## src/rtl/spi_flash_pkg.sv

```systemverilog
// Shared types and frame constants for the SPI flash reader.
// Defining SPI_FLASH_FAST_READ_EN selects FAST_READ (0x0B) with 8 dummy bits.
package spi_flash_pkg;

    typedef enum logic [1:0] {
        IDLE = 2'd0,
        XFER = 2'd1,
        DONE = 2'd2
    } state_t;

    localparam logic [7:0] CMD_READ      = 8'h03;
    localparam logic [7:0] CMD_FAST_READ = 8'h0B;

`ifdef SPI_FLASH_FAST_READ_EN
    localparam int unsigned FRAME_BITS = 48;
    localparam int unsigned DATA_START = 40;
    localparam logic [7:0]  CMD_BYTE   = CMD_FAST_READ;
`else
    localparam int unsigned FRAME_BITS = 40;
    localparam int unsigned DATA_START = 32;
    localparam logic [7:0]  CMD_BYTE   = CMD_READ;
`endif

    localparam int unsigned CNT_W = 6;
    localparam logic [CNT_W-1:0] FRAME_LEN = CNT_W'(FRAME_BITS);
    localparam logic [CNT_W-1:0] DATA_LO   = CNT_W'(DATA_START);

    // Command and address first; dummy and data slots shift out as zeros.
    function automatic logic [FRAME_BITS-1:0] build_frame(input logic [23:0] addr);
        return {CMD_BYTE, addr, {(FRAME_BITS - 32){1'b0}}};
    endfunction

endpackage

```

## src/rtl/spi_flash_reader_shifter.sv

```systemverilog
// Serial datapath: MSB-first transmit shifter driving DI and receive shifter capturing DO.
module spi_shifter
    import spi_flash_pkg::*;
(
    input  logic                  clk,
    input  logic                  rst,
    input  logic                  load,
    input  logic [FRAME_BITS-1:0] frame,
    input  logic                  shift,
    input  logic                  sample,
    input  logic                  sdi,
    output logic                  sdo,
    output logic [7:0]            rx_byte
);

    logic [FRAME_BITS-1:0] tx_q;

    // NOTE: sequential state uses non-blocking assignments so every register sees pre-edge values.
    always_ff @(posedge clk) begin
        if (rst) begin
            tx_q    <= '0;
            rx_byte <= '0;
        end else begin
            if (load) begin
                tx_q <= frame;
            end else if (shift) begin
                tx_q <= {tx_q[FRAME_BITS-2:0], 1'b0};
            end
            if (sample) begin
                rx_byte <= {rx_byte[6:0], sdi};
            end
        end
    end

    assign sdo = tx_q[FRAME_BITS-1];

endmodule

```

## src/rtl/spi_flash_reader.sv

```systemverilog
// Read-only SPI NOR flash controller: byte fetch via READ, SPI mode 0, SCK = clk/2.
// Optional build macro: SPI_FLASH_FAST_READ_EN (FAST_READ with 8 dummy bits).
module spi_flash_reader
    import spi_flash_pkg::*;
(
    input  logic        clk,
    input  logic        rst,
    input  logic        chipSel,
    input  logic        readMem,
    input  logic [23:0] addressBus,
    input  logic [7:0]  dataIn,
    output logic [7:0]  dataOut,
    output logic        ready,
    output logic        SCK,
    output logic        CSbar,
    output logic        DI,
    input  logic        DO
);

    state_t           state, next_state;
    logic             sck_q;
    logic [CNT_W-1:0] bit_cnt;
    logic [23:0]      addr_q;
    logic             intact;
    logic             req, addr_match;
    logic             load, shift, sample;
    logic [7:0]       rx_byte;
    logic             unused_write;

    assign unused_write = ^dataIn;
    assign req          = chipSel && readMem;
    assign addr_match   = (addressBus == addr_q);

    // NOTE: every combinational output gets a default first so no latch is inferred.
    always_comb begin
        next_state = state;
        load       = 1'b0;
        shift      = 1'b0;
        sample     = 1'b0;
        ready      = 1'b0;
        case (state)
            IDLE: begin
                if (req) begin
                    next_state = XFER;
                    load       = 1'b1;
                end
            end
            XFER: begin
                // One extra low-SCK cycle after the last falling phase before DONE.
                if (!sck_q && bit_cnt == FRAME_LEN) begin
                    next_state = DONE;
                end else if (!sck_q) begin
                    sample = (bit_cnt >= DATA_LO);
                end else begin
                    shift = 1'b1;
                end
            end
            DONE: begin
                ready = req && addr_match && intact;
                if (!ready) begin
                    next_state = IDLE;
                end
            end
            default: next_state = IDLE;
        endcase
    end

    always_ff @(posedge clk) begin
        if (rst) begin
            state   <= IDLE;
            sck_q   <= 1'b0;
            bit_cnt <= '0;
            addr_q  <= '0;
            intact  <= 1'b0;
            dataOut <= '0;
        end else begin
            state <= next_state;
            case (state)
                IDLE: begin
                    if (req) begin
                        addr_q  <= addressBus;
                        bit_cnt <= '0;
                        sck_q   <= 1'b0;
                        intact  <= 1'b1;
                    end
                end
                XFER: begin
                    if (next_state == DONE) begin
                        dataOut <= rx_byte;
                    end else begin
                        sck_q <= ~sck_q;
                        if (sck_q) begin
                            bit_cnt <= bit_cnt + 1'b1;
                        end
                    end
                    // A dropped or moved request still finishes but never signals ready.
                    if (!(req && addr_match)) begin
                        intact <= 1'b0;
                    end
                end
                default: ;
            endcase
        end
    end

    assign SCK   = sck_q;
    assign CSbar = (state != XFER);

    spi_shifter u_shifter (
        .clk     (clk),
        .rst     (rst),
        .load    (load),
        .frame   (build_frame(addressBus)),
        .shift   (shift),
        .sample  (sample),
        .sdi     (DO),
        .sdo     (DI),
        .rx_byte (rx_byte)
    );

endmodule

```

## config.mk

```make
export PLATFORM = sky130hd
export DESIGN_NAME = spi_flash_reader
export DESIGN_NICKNAME = d
export VERILOG_FILES = /design/src/rtl/spi_flash_pkg.sv /design/src/rtl/spi_flash_reader_shifter.sv /design/src/rtl/spi_flash_reader.sv
export SDC_FILE = /design/constraint.sdc
export NUM_CORES = 1
export LEC_CHECK = 0
export CAP_MARGIN = 30
export CELL_PAD_IN_SITES_DETAIL_PLACEMENT = 1
export CELL_PAD_IN_SITES_GLOBAL_PLACEMENT = 1
export CORE_MARGIN = 2
export CORE_UTILIZATION = 35
export DETAILED_ROUTE_END_ITERATION = 8
export PLACE_DENSITY = 0.82
export SLEW_MARGIN = 15
export SYNTH_ARGS = -nofsm -noshare
export SYNTH_HDL_FRONTEND = slang
export SYNTH_SLANG_ARGS = --single-unit
```

## constraint.sdc

```tcl
create_clock -name clk -period 2.3 [get_ports clk]
set_clock_uncertainty 0.15 [all_clocks]
set_input_delay 0.46 -clock clk [delete_from_list [all_inputs] [get_ports clk]]
set_output_delay 0.46 -clock clk [all_outputs]
set_load 0.02 [all_outputs]
```

# After elaboration in Yosys (flattened, before gate mapping)
# Cells that the tools add are included.
[totals]
regBits = 82
elab_cells = 61
[classes]
addsub = 1
n_lt_le_gt_ge = 1
n_eq_ne = 10
n_mux = 25
bitwise = 1
reduce_logical = 14
[ops]
columns = ["op", "n"]
rows = [
  ["$mux W34", 2],
  ["$eq A24 B24 Y1", 1],
  ["$mux W6", 3],
  ["$mux W1", 13],
  ["$pmux W6 S2", 1],
  ["$ne A2 B2 Y1 const B", 4],
  ["$add A6 B1 Y6 const B", 1],
  ["$eq A6 B6 Y1 const B", 1],
  ["$ge A6 B6 Y1 const B", 1],
  ["$mux W2", 3],
  ["$pmux W2 S3", 1],
  ["$reduce_and A3 Y1", 2],
  ["$eq A2 B2 Y1 const B", 2],
  ["$logic_and A1 B1 Y1", 4],
  ["$pmux W1 S2", 2],
  ["$reduce_and A2 Y1", 2],
  ["$reduce_and A4 Y1", 1],
  ["$reduce_bool A2 Y1", 2],
  ["$eq A2 B1 Y1 const B", 1],
  ["$logic_not A2 Y1", 1],
  ["$ne A2 B1 Y1 const B", 1],
  ["$reduce_or A2 Y1", 1],
  ["$logic_not A1 Y1", 1],
  ["$not A1 Y1", 1],
]

# Depth between registers and ports, before layout
# Gate-level depths: netlist (run 1).
[depth]
word_depth = 8
ltp_mapped = 7
depth_no_buf = 6

# By module
# From an unflattened synthesis (run 1), not the netlist that was laid out.
[unflattened]
cells_unflattened = 428
area_unflattened_um2 = 4006.3
[modules_own_cells]
columns = ["mod", "n_inst", "cells_each", "area_each_um2", "seq_area_each_um2"]
rows = [
  ["spi_shifter", 1, 204, 2129.5, 960.9],
  ["spi_flash_reader", 1, 224, 1876.8, 840.8],
]

# Worst setup path before layout (run 1)
# No wires, ideal clock.
[synth_timing]
path_kind = "input -> output"
startpoint = "in addressBus[16]"
endpoint = "out ready"
arrival_ns = 1.278
required_ns = 1.690
path_slack_ns = 0.412
stages = 4
n_path_buf = 0
cell_sequence = "xor2_1 -> nor4_1 -> nand4_1 -> nor2_1"
[synth_between]
elab_chain_cells = 4
[synth_lines]
columns = ["element", "line_no", "source"]
rows = [
  ["start: declaration", "spi_flash_reader.sv:10", "input logic [23:0] addressBus,"],
  ["$eq A24 B24 Y1", "spi_flash_reader.sv:32", "assign addr_match = (addressBus == addr_q);"],
  ["$logic_and A1 B1 Y1 (2 in series)", "spi_flash_reader.sv:59", "ready = req && addr_match && intact;"],
  ["$mux W1", "spi_flash_reader.sv:41", "case (state)"],
  ["end: declaration", "spi_flash_reader.sv:13", "output logic ready,"],
]
# Every way passes these cells.

# Worst setup path after layout (run 1)
[layout_timing]
startpoint = "in addressBus[17]"
endpoint = "out ready"
# The elaborated chain is that of the path after synthesis.

==> results of run 1 <==
power groups by stage:
stage | registers, mW | clock network, mW | logic [mW]
2_1_floorplan | 1.52 | 0 | 0.160
3_3_place_gp | 1.53 | 0 | 0.279
3_5_place_dp | 1.53 | 0 | 0.287
4_1_cts | 1.50 | 1.01 | 0.286
5_1_grt | 1.51 | 1.07 | 0.318
6_report | 1.50 | 0.983 | 0.289
per-stage QoR:
step                instance area [um^2]  setup WS [ps]  power [mW]  hold WS [ps]
floorplan                           3400            412        1.68           280
global placement                    3970           -635        1.80           295
detailed placement                  3970           -647        1.82           306
CTS                                 4190           3.78        2.79           301
global route                        4220          -29.3        2.89           269
finish                              4220           64.7        2.77           242
repair_timing:
item | in CTS | in global routing
buffers inserted | 0 | 1
pin swaps | 10 | 6
gates cloned | 0 | 0
gates resized for setup | 42 | 9
endpoints found under the setup margin | 2 | 1
state kept, by name (all words and copies together), names as in the netlist:
register           count
bit_cnt                6
u_shifter.tx_q        32
SCK                    1
addr_q                24
u_shifter.rx_byte      8
dataOut                8
state                  2
intact                 1
cell type report:
cell class	count	area [um^2]	share of cell area, %
clock inverter	3	43.8	1.04
multi-input combinational	289	1700	40.3
timing repair buffer	63	536	12.7
sequential	82	1640	38.9
tap	129	161	3.82
clock buffer	10	128	3.02
inverter	3	11.3	0.267
cell families after synthesis:
| family | count (synthesis) |
|---|---|
| and+or+nand+nor | 176 |
| AOI/OAI and AO/OA | 67 |
| xor gates and xnor gates | 28 |
| buffers and inverters | 28 |
| adders and majority gates | 2 |
| DFF | 82 |
| muxes | 16 |
placed cells by master (no fill, tap or decap), drive strengths merged:
cell type      Yosys  final
clkbuf            10     11
xor2              27     27
dlygate4sd2        0     22
nor2              28     28
nand3              2      2
a31oi             22     22
o2111ai            2      2
and3               2      2
dfxtp             82     82
nand2b             2      2
clkdlybuf4s15      0      1
mux2i             16     16
a21oi             36     36
nor3b              1      1
nand3b             3      3
buf               15     25
o21ai              2      2
and3b              1      1
o21bai             1      1
inv                3      3
ha                 2      2
nand4bb            1      1
nand4              5      5
nor4              11     11
xnor2              1      1
nor3               1      1
dlymetal6s2s       0      1
o22ai              1      1
nand2            116    116
nand4b             1      1
and4bb             2      2
bufinv             0      1
clkdlybuf4s50      0     13
a311oi             3      3
clkinv             0      2
worst max-delay path, cell delays in order:
cell and delay, ps:
dlygate4sd2_1 270, xor2_1 170, nor4_2 300, nand3_1 130, nor2_1 130, buf_4 150
metal layers:
| metal | up-vias | global-route usage (%) | wire length (um) | share of wire (%) |
|---|---|---|---|---|
| li1 | 1441 | - | - | - |
| met1 | 1407 | 21.1 | 4060 | 46 |
| met2 | 44 | 30.6 | 4400 | 50 |
| met3 | 11 | 4.41 | 304 | 3.4 |
| met4 | 0 | 6.15 | 113 | 1.3 |
| met5 | - | 0 | 0 | 0 |
how the worst min path moves through the flow:
stage,from,slack (ps),cells after the start,to
2_1_floorplan,u_shifter.tx_q[38]$_SDFFE_PP0P_,280,2,u_shifter.tx_q[39]$_SDFFE_PP0P_
3_3_place_gp,u_shifter.tx_q[37]$_SDFFE_PP0P_,290,2,u_shifter.tx_q[38]$_SDFFE_PP0P_
3_5_place_dp,u_shifter.tx_q[33]$_SDFFE_PP0P_,310,2,u_shifter.tx_q[34]$_SDFFE_PP0P_
4_1_cts,u_shifter.tx_q[33]$_SDFFE_PP0P_,300,2,u_shifter.tx_q[34]$_SDFFE_PP0P_
5_1_grt,addressBus[4],270,3,addr_q[4]$_SDFFE_PP0P_
6_report,addressBus[4],240,3,addr_q[4]$_SDFFE_PP0P_
==> impl_metrics.tcl, run 1 <==
set metrics [dict create \
    antenna_cells 0 \
    rrSetupSlack_ps 360 \
    syn_avg_cell_area_um2 8.53 \
    slew_viol_final 0 \
    post-route-util_pct 45.3 \
    areaGrowthSynthToFinish_pct 24.2 \
    path_clk_slew_ps 80 \
    overflow 0 \
    worstRegToRegCells 7 \
    wirelength_um 8870 \
    synth-seq-area-share_pct 48.3 \
    clk_latency_ps 360 \
    status "finished, final reports clean" \
    endpoint_kind "primary output" \
    tightest_slew_ps 629 \
    grtUsageTotal_pct 17.6 \
    synthMuxAreaShare_pct 4.71 \
    htree_levels 3 \
    worstSetupStartpoint "addressBus[17]" \
    irDropWorstVdd_mv 0.240 \
    drtIter0Drc 82 \
    intPower_mw 2.07 \
    core_area_mm2 0.00933 \
    max_freq_mhz 447 \
    final_hold_viol_count 0 \
    vias_per_cell 5.01 \
    setup_violations 0 \
    startpoint_type "primary input" \
    p_leak_nw 1.67 \
    cap_violations 0 \
    finalCritPeriodShare_pct 97.2 \
    ys_types 34 \
    synthTopCellsByCount "nand2_1 (116), dfxtp_1 (82), a21oi_1 (36), nor2_1 (27), xor2_1 (27)" \
    dieArea_mm2 0.0105 \
    synth_most_common_cell "nand2_1" \
    drive_above_1_share_pct 12.7 \
    syn_nets 438 \
    synth_compound_area_share_pct 11.3 \
    synthTopCellsByArea "dfxtp_1 (48%), nand2_1 (13%), xor2_1 (7.0%)" \
    min_period_ps 2240 \
    nets 487 \
    r2r-end "dataOut[5]$_SDFFE_PP0P_" \
    clkSinkCount 82 \
    synth_top_family_by_area "simple AND/OR/NAND/NOR gates" \
    avgRoutedWirePerCell_um 15.3 \
    start_util_pct 36.5 \
    comb_power_share_pct 10.4 \
    synth_flop_cell "dfxtp_1" \
    drc 0 \
    seqPwrFrac_pct 54.1 \
    netSwitchingPower_mw 0.701 \
    synth-seq-cells 82 \
    worst_r2r_startpoint "bit_cnt[0]$_SDFFE_PP0P_" \
    synth_edf_count 0 \
    crit_end "ready" \
    relSlewSlack_pct 58.0 \
    async_reset_ff_share_pct 0 \
    p_per_area_mw_per_mm2 656 \
    num_rows 35 \
    synth_area_leader_cell "dfxtp_1" \
    ctsLongestPathBuffers 2 \
    dp_hpwl_um 6110 \
    path_class "primary input to primary output" \
    setup-tns-final_ps 0 \
    cts-root-buf "clkbuf_8" \
    synth-xor-area-share_pct 7.21 \
    yosys_warnings 0 \
    crit_fanout 2 \
    syn_area_mm2 0.00340 \
    switching_share_pct 25.3 \
    layoutNonFillerInstCount 579 \
    worst_ep_arrival_time_ps 1630 \
    grt_pass1_vias 2973 \
    vias 2903 \
    synth.top_cell.area_share_pct 48.3 \
    cts_inserted_buffers 9 \
    dieWidth_um 103 \
    fillers 1114 \
    cts_tree "built" \
    io_buffers 40 \
    synth_cells 399 \
    place.gp.congestion 0.799 \
    synthAdderAreaFrac_pct 0.736 \
    grt_max_degree 33 \
    antenna_found_initial 0 \
    synth_simple_gate_area_share_pct 22.9 \
    cp.required_ps 1690 \
    ctsHoldBuffers 0 \
    clkPwrFrac_pct 35.5 \
    drt_first_pass_iters 4 \
    grt_pass1_wl_um 14200 \
    ant_nets 0 \
    fp.dieH_um 103 \
    place_inst 565 \
    hp-class "primary input to flop" \
    ios 49 \
    rsz0062_at_grt "true" \
]
Note: power is estimated with default switching activity, not from simulation.
==> run 2: changes to the inputs <==
--- a/config.mk
+++ b/config.mk
@@ -8,7 +8,7 @@
 export CAP_MARGIN = 30
 export CELL_PAD_IN_SITES_DETAIL_PLACEMENT = 1
 export CELL_PAD_IN_SITES_GLOBAL_PLACEMENT = 1
-export CORE_MARGIN = 2
+export CORE_MARGIN = 4
 export CORE_UTILIZATION = 35
 export DETAILED_ROUTE_END_ITERATION = 8
 export PLACE_DENSITY = 0.82
==> run 2 against run 1 <==
- setup slack better by 29 ps
- critical path depth stayed put
- sequential cell count stayed put
- final cell count rose by 0.52%
- clock-buffer cell count is the same
- first-iteration DRC count grew 20%
- die area grew 7.9%
==> impl_metrics.tcl, run 2 (synthesis gave the netlist of run 1 again) <==
set metrics [dict create \
    dieWidth_um 107 \
    antenna_cells 0 \
    cp.required_ps 1690 \
    wirelength_um 8970 \
    cts_inserted_buffers 9 \
    dp_hpwl_um 6350 \
    grt_max_degree 34 \
    num_rows 35 \
    min_period_ps 2210 \
    ant_nets 0 \
    place.gp.congestion 0.744 \
    hp-class "primary input to flop" \
    hold_start "addressBus[7]" \
    rrSetupSlack_ps 220 \
    status "finished, final reports clean" \
    vias 2918 \
    final_hold_viol_count 0 \
    tightest_slew_ps 625 \
    p_per_area_mw_per_mm2 684 \
    path_clk_slew_ps 90 \
    antenna_found_initial 0 \
    start_util_pct 36.3 \
    areaGrowthSynthToFinish_pct 26.6 \
    drc 0 \
    min_delay_path_depth 3 \
    irDropWorstVdd_mv 0.320 \
    max_freq_mhz 453 \
    place_inst 566 \
    cts_tree "built" \
    ios 49 \
    fp.dieH_um 107 \
    worstRegToRegCells 6 \
    crit_fanout 2 \
    reg_top3 "u_shifter.tx_q x32, addr_q x24" \
    finalCritPeriodShare_pct 95.9 \
    final_common_cell "nand2_1" \
    clk_latency_ps 350 \
    layout_common_cells "nand2_1 (116), dfxtp_1 (81), a21oi_1 (36)" \
    nets 487 \
    drtIter0Drc 98 \
    drt_first_pass_iters 4 \
    grt_pass1_wl_um 15000 \
    htree_levels 3 \
    vias_per_cell 5.01 \
    p_leak_nw 1.71 \
    largest_reg_flops 32 \
    ctsHoldBuffers 0 \
    path_class "primary input to primary output" \
    avgRoutedWirePerCell_um 15.4 \
    layoutNonFillerInstCount 582 \
    ctsLongestPathBuffers 2 \
    setup_violations 0 \
    worstSetupStartpoint "addressBus[17]" \
    core_area_mm2 0.00937 \
    fin_hold_ws_ps 295 \
    post-route-util_pct 45.9 \
    cap_violations 0 \
    grt_pass1_vias 3095 \
    io_buffers 40 \
    drive_above_1_share_pct 12.8 \
    setup-tns-final_ps 0 \
    top_register "u_shifter.tx_q" \
    cts-root-buf "clkbuf_8" \
    worst_r2r_startpoint "bit_cnt[0]$_SDFFE_PP0P_" \
    grtUsageTotal_pct 16.2 \
    clkSinkCount 82 \
    overflow 0 \
    dieArea_mm2 0.0114 \
    worst_ep_arrival_time_ps 1600 \
    endpoint_kind "primary output" \
    dpl_cell_area_mm2 0.00400 \
    finalInstanceArea_mm2 0.00431 \
    relSlewSlack_pct 58.3 \
    slew_viol_final 0 \
    startpoint_type "primary input" \
]
## run 2: final cells by class
cell class	count	area, um^2
Clock buffer	10	128
Clock inverter	6	90.1
Timing Repair Buffer	63	571
Tap cell	129	161
Multi-Input combinational cell	289	1700
Sequential cell	82	1640
Fill cell	1143	5070
Inverter	3	11.3
## run 2: stage by stage
step           worst slack, ps  power [mW]
2_1_floorplan              412        1.68
3_3_place_gp              -594        1.81
3_5_place_dp              -659        1.83
4_1_cts                 -0.100        2.96
5_1_grt                  -5.22        3.08
6_report                  93.4        2.94
## run 2: path summary, 6_finish.rpt
path | to
max | ready
max reg2reg | u_shifter.rx_byte[0]$_SDFFE_PP0P_
min | addr_q[7]$_SDFFE_PP0P_
min reg2reg | u_shifter.tx_q[39]$_SDFFE_PP0P_
## run 2: power breakdown
part / leakage [nW] / internal, mW / switching, mW
registers: 0.667 / 1.47 / 0.0330
logic: 0.938 / 0.125 / 0.170
clock network: 0.107 / 0.616 / 0.532
total: 1.71 / 2.21 / 0.736
## run 2: worst max-delay path: stages
cell and delay [ps]:
dlygate4sd2_1 270, xor2_2 170, nor4_2 290, nand3_1 140
nor2_1 120, buf_4 150
## run 2: metal layers
layer  share of wire, %  track usage (%)  routed length, um  up-vias
met2                 52             29.5               4660       58
met4               0.60             3.38                 54        0
met1                 42             19.0               3810     1410
li1                   -                -                  -     1444
met5                  0                0                  0        -
met3                4.9             4.64                441        6
## run 2: what timing repair did
action                                 4_1_cts  5_1_grt
setup endpoints to repair                    2        1
endpoints found under the hold margin        0        0
pin swaps                                   10        6
buffers inserted                             0        0
gates resized for setup                     37        9
